<file path="config.mk">
export PLATFORM = sky130hd
export DESIGN_NAME = max31855_emulator
export DESIGN_NICKNAME = d
export VERILOG_FILES = /design/src/rtl/max31855_emulator.sv
export SDC_FILE = /design/constraint.sdc
export NUM_CORES = 1
export LEC_CHECK = 0
export BUFFER_PORTS_ARGS = -buffer_cell sky130_fd_sc_hd__buf_2
export CELL_PAD_IN_SITES_DETAIL_PLACEMENT = 1
export CELL_PAD_IN_SITES_GLOBAL_PLACEMENT = 1
export CORE_ASPECT_RATIO = 1.4
export CORE_MARGIN = 3
export CORE_UTILIZATION = 46
export DETAILED_ROUTE_END_ITERATION = 10
export PLACE_DENSITY_LB_ADDON = 0.12
export SYNTH_ARGS = -nofsm -noshare
export SYNTH_HDL_FRONTEND = slang
export SYNTH_SLANG_ARGS = --single-unit
</file>
<file path="constraint.sdc">
create_clock -name clk -period 2.2 [get_ports clk]
set_clock_uncertainty 0.15 [all_clocks]
set_input_delay 0.22 -clock clk [delete_from_list [all_inputs] [get_ports clk]]
set_output_delay 0.22 -clock clk [all_outputs]
set_load 0.005 [all_outputs]
</file>
<file path="src/rtl/max31855_emulator.sv">
// MAX31855 thermocouple converter emulator: SPI target shifting a 32-bit frame.
// Optional: MAX31855_EMU_FAULT_ZERO_EN zeroes the thermocouple field on fault.
module max31855_emulator #(
  parameter int CLK_MIN_RATIO = 8
) (
  input  logic        clk,
  input  logic        reset,
  input  logic        SPI_clk,
  input  logic        SPI_cs,
  output logic        SPI_Data_Out,
  output logic        SPI_Data_Oe,
  input  logic [13:0] tc_temp,
  input  logic [11:0] cj_temp,
  input  logic        fault_oc,
  input  logic        fault_scg,
  input  logic        fault_scv,
  input  logic        load,
  output logic        frame_done,
  output logic        frame_abort
);

  typedef enum logic [1:0] {
    IDLE,
    SHIFT,
    DONE
  } state_e;

  state_e      state_q, state_d;
  logic [2:0]  cs_sync_q, cs_sync_d;
  logic [2:0]  sclk_sync_q, sclk_sync_d;
  logic        cs_fall_q, cs_fall_d;
  logic        cs_rise_q, cs_rise_d;
  logic        sclk_fall_q, sclk_fall_d;
  logic [31:0] shreg_q, shreg_d;
  logic [5:0]  cnt_q, cnt_d;
  logic [28:0] hold_q, hold_d;
  logic [28:0] pend_q, pend_d;
  logic        pend_v_q, pend_v_d;
  logic        done_q, done_d;
  logic        abort_q, abort_d;
  logic [28:0] ld_vec;

  assign ld_vec = {tc_temp, cj_temp, fault_scv, fault_scg, fault_oc};

  function automatic logic [31:0] frame_of(input logic [28:0] h);
    logic [13:0] tc;
    logic        flt;
    tc  = h[28:15];
    flt = |h[2:0];
`ifdef MAX31855_EMU_FAULT_ZERO_EN
    if (flt) tc = '0;
`endif
    return {tc, 1'b0, flt, h[14:3], 1'b0, h[2:0]};
  endfunction

  always_comb begin
    cs_sync_d   = {cs_sync_q[1:0], SPI_cs};
    sclk_sync_d = {sclk_sync_q[1:0], SPI_clk};
    cs_fall_d   = cs_sync_q[2] & ~cs_sync_q[1];
    cs_rise_d   = ~cs_sync_q[2] & cs_sync_q[1];
    sclk_fall_d = sclk_sync_q[2] & ~sclk_sync_q[1];
  end

  always_comb begin
    state_d  = state_q;
    shreg_d  = shreg_q;
    cnt_d    = cnt_q;
    hold_d   = hold_q;
    pend_d   = pend_q;
    pend_v_d = pend_v_q;
    done_d   = 1'b0;
    abort_d  = 1'b0;

    // A frame in flight is frozen; loads wait until CS rises.
    if (load) begin
      if (state_q == IDLE) begin
        hold_d = ld_vec;
      end else begin
        pend_d   = ld_vec;
        pend_v_d = 1'b1;
      end
    end

    unique case (state_q)
      IDLE: begin
        if (cs_fall_q) begin
          state_d = SHIFT;
          shreg_d = frame_of(hold_d);
          cnt_d   = '0;
        end
      end
      SHIFT: begin
        if (cs_rise_q) begin
          state_d = IDLE;
          abort_d = 1'b1;
        end else if (sclk_fall_q) begin
          shreg_d = {shreg_q[30:0], 1'b0};
          cnt_d   = cnt_q + 6'd1;
          if (cnt_q == 6'd31) state_d = DONE;
        end
      end
      DONE: begin
        if (cs_rise_q) begin
          state_d = IDLE;
          done_d  = 1'b1;
        end
      end
      default: state_d = IDLE;
    endcase

    if (state_q != IDLE && state_d == IDLE && pend_v_d) begin
      hold_d   = pend_d;
      pend_v_d = 1'b0;
    end
  end

  always_ff @(posedge clk) begin
    if (reset) begin
      state_q     <= IDLE;
      cs_sync_q   <= 3'b111;
      sclk_sync_q <= 3'b000;
      cs_fall_q   <= 1'b0;
      cs_rise_q   <= 1'b0;
      sclk_fall_q <= 1'b0;
      shreg_q     <= '0;
      cnt_q       <= '0;
      hold_q      <= '0;
      pend_q      <= '0;
      pend_v_q    <= 1'b0;
      done_q      <= 1'b0;
      abort_q     <= 1'b0;
    end else begin
      state_q     <= state_d;
      cs_sync_q   <= cs_sync_d;
      sclk_sync_q <= sclk_sync_d;
      cs_fall_q   <= cs_fall_d;
      cs_rise_q   <= cs_rise_d;
      sclk_fall_q <= sclk_fall_d;
      shreg_q     <= shreg_d;
      cnt_q       <= cnt_d;
      hold_q      <= hold_d;
      pend_q      <= pend_d;
      pend_v_q    <= pend_v_d;
      done_q      <= done_d;
      abort_q     <= abort_d;
    end
  end

  assign SPI_Data_Out = (state_q == SHIFT) & shreg_q[31];
  assign SPI_Data_Oe  = (state_q != IDLE);
  assign frame_done   = done_q;
  assign frame_abort  = abort_q;

`ifndef SYNTHESIS
  logic [7:0] ph_cnt_q, ph_cnt_d;
  logic       sclk_edge;

  assign sclk_edge = sclk_sync_q[2] ^ sclk_sync_q[1];

  always_comb begin
    ph_cnt_d = ph_cnt_q;
    if (sclk_edge) ph_cnt_d = '0;
    else if (ph_cnt_q != 8'hFF) ph_cnt_d = ph_cnt_q + 8'd1;
  end

  always_ff @(posedge clk) begin
    if (reset) ph_cnt_q <= 8'hFF;
    else ph_cnt_q <= ph_cnt_d;
  end

  // SCLK phases shorter than half the ratio outrun the synchronizer.
  always_ff @(posedge clk) begin
    if (!reset && sclk_edge && !cs_sync_q[2])
      assert (int'(ph_cnt_q) + 1 >= CLK_MIN_RATIO / 2)
      else $error("SCLK phase too short: %0d clk", int'(ph_cnt_q) + 1);
  end
`endif

endmodule

</file>
==> flow_summary.yaml <==
outcome:
  outcome: "complete, no violations"
critical_path:
  required_ns: 2.33
  cp_max_fo: 27
  ff2ff_setup_slack_ns: 0.19
  critPathCaptureType: "flip-flop"
  critPathKind: "flip-flop to flip-flop"
  crit_arrival_ns: 2.13
  startpoint: "state_q[0]"
  r2r_start: "state_q[0]"
  start_kind: "flip-flop"
timing:
  slew_violations: 0
  slew_headroom_pct: 55.8
  fmax_ghz: 0.498
  timing.final.hold_violations: 0
  setup-tns-final_ns: 0
  period_share_pct: 91.2
  rsz0062_at_grt: "no"
  period_minus_slack_ns: 2.01
  holdWs_ns: 0.00404
  worstMarginPinSlew_ns: 0.662
  setup_viol: 0
place:
  place_inst: 582
  placed_cell_area_um2: 4820
  io_buffers: 37
  place.gp.congestion: 0.719
  hpwl_um: 6370
floorplan:
  pin_count: 38
  die_w_um: 89.4
  core_um2: 9460
  rows: 42
  start_util_pct: 47.4
  die_height_um: 123
  die-area_um2: 11000
clock_tree:
  numCtsBuffers: 9
  clkLatencyLatePin_ns: 0.34
  cts_tree: "done"
  cts-root-buf: "clkbuf_16"
  cts_sinks: 110
  clockBufferDepth: 2
  cts_max_level: 3
  post-cts-setup-buffers: 0
  path_clk_slew_ns: 0.07
finish:
  nets: 520
  layout.core_utilization_pct: 54.2
  drive_gt1_share_pct: 20.8
  antenna_cells: 0
  fillers: 1091
  mostFrequentLayoutCells: "dfxtp_1, nor2_1, mux2i_1"
  final_common_cell: "dfxtp_1"
  fin_cells: 600
  finish.instance_area_um2: 5130
  area_growth_pct: 14.3
synth:
  ys_async_sr_fraction_pct: 0
  synthTopCellsByArea: "dfxtp_1, mux2i_1, mux2_2, nor2_1, a22o_1"
  syn_avg_cell_area_um2: 9.83
  ys_ff_latch: 110
  ys.flop_type: "dfxtp_1"
  ys_seq_area_share_pct: 49.1
  synth.top_cell.area_share_pct: 49.1
  synth_area_um2: 4480
  ys_types: 41
  syn_nets: 491
  synth_edf_count: 0
  yosysTopAreaCell: "dfxtp_1"
  netlist_instances: 456
  synth_warnings: 0
route:
  drtAntennaViolNets: 0
  via_count: 3315
  viasPerCell: 5.53
  wl_um: 9650
  wl_per_cell_um: 16.1
  drcViolationCount: 0
  drt-initial-drc-count: 93
  dr.pass1.iters: 4
power:
  leakage_nw: 2.23
  irDropWorstVdd_mv: 0.402
  powerDensity_nw_per_um2: 774
global_route:
  grt_pass1_wl_um: 16400
  antenna_found_initial: 0
  track_usage_pct: 19.0
  gr-total-overflow: 0
  grt_pass1_vias: 3465
  grt_max_degree: 58
run:
  drv_cap: 0
hold_path:
  hold_class: "input pin to flip-flop"
  min_from: "tc_temp[9]"
## layout make-up
cell class | count | area, um2 | share of cell area (%)
flip-flops and latches | 110 | 2200 | 43.0
multi-input cells | 305 | 2120 | 41.3
repair buffers | 52 | 353 | 6.88
clock buffers | 12 | 256 | 5.00
well taps | 110 | 138 | 2.68
clock inverters | 4 | 31.3 | 0.610
inverters | 7 | 26.3 | 0.513
## per-layer routing
layer | vias up | track usage (%) | wire, um | part of all wire [%]
li1 | 1662 | - | - | -
met1 | 1616 | 22.4 | 4090 | 42
met2 | 26 | 34.1 | 5190 | 54
met3 | 11 | 3.49 | 228 | 2.4
met4 | 0 | 6.15 | 135 | 1.4
met5 | - | 0 | 0 | 0
## synth_stat cells (all sizes together) (3+ instances only)
| cell type | count |
|---|---|
| nor2 | 81 |
| a22oi | 3 |
| o21ai | 3 |
| nand3 | 3 |
| dfxtp | 110 |
| inv | 7 |
| or2 | 3 |
| nand2 | 4 |
| xnor2 | 4 |
| a22o | 27 |
| nor2b | 24 |
| clkbuf | 16 |
| mux2 | 28 |
| nor3b | 5 |
| a211oi | 25 |
| a21oi | 34 |
| buf | 18 |
| nor3 | 4 |
| mux2i | 38 |
## metrics by stage
stage                     power [mW]  setup WS, ns
final                           3.97         0.194
after global placement          2.44         0.301
after global routing            4.13        0.0494
after CTS                       4.01        0.0380
after floorplan                 2.34         0.487
after detailed placement        2.46         0.217
## repair_timing
action,in CTS,in global routing
endpoints found under the setup margin,0,1
hold buffers,2,0
hold endpoints to repair,2,0
resized for setup,0,1
## registers in the layout (all words and copies together), names as in the netlist, 2 cells and up
signal and count:
cs_sync_q 3, pend_q 29, shreg_q 32, hold_q 29, cnt_q 6, sclk_sync_q 3, state_q 2
## worst max-delay path, stage by stage, from the launching register on
cell,delay [ns]
dfxtp_1,0.52
nand3b_1,0.21
a21o_1,0.28
nor2_4,0.53
a22o_1,0.25
## where the power goes
group	leakage [nW]	switching (mW)	internal [mW]	total, mW
Combinational	1.21	0.182	0.153	0.335
Clock	0.131	0.726	0.833	1.56
Sequential	0.895	0.0237	2.05	2.07
## worst paths after layout
check | end | cells past startpoint
max | shreg_q[7] | 4
min | pend_q[24] | 3
min reg2reg | sclk_fall_q | 1
max reg2reg | shreg_q[7] | 4
## cell families after synthesis
kind of cell	count (synthesis)	synth area share, %
AND/OR/NAND/NOR	133	14.2
flip-flops	110	49.1
AO/OA/AOI/OAI	100	15.6
multiplexers	66	15.5
buffers and inverters	41	4.24
XOR/XNOR	4	0.781
adder cells (fa/ha/maj)	2	0.502
Note: power is estimated with default switching activity, not from simulation.
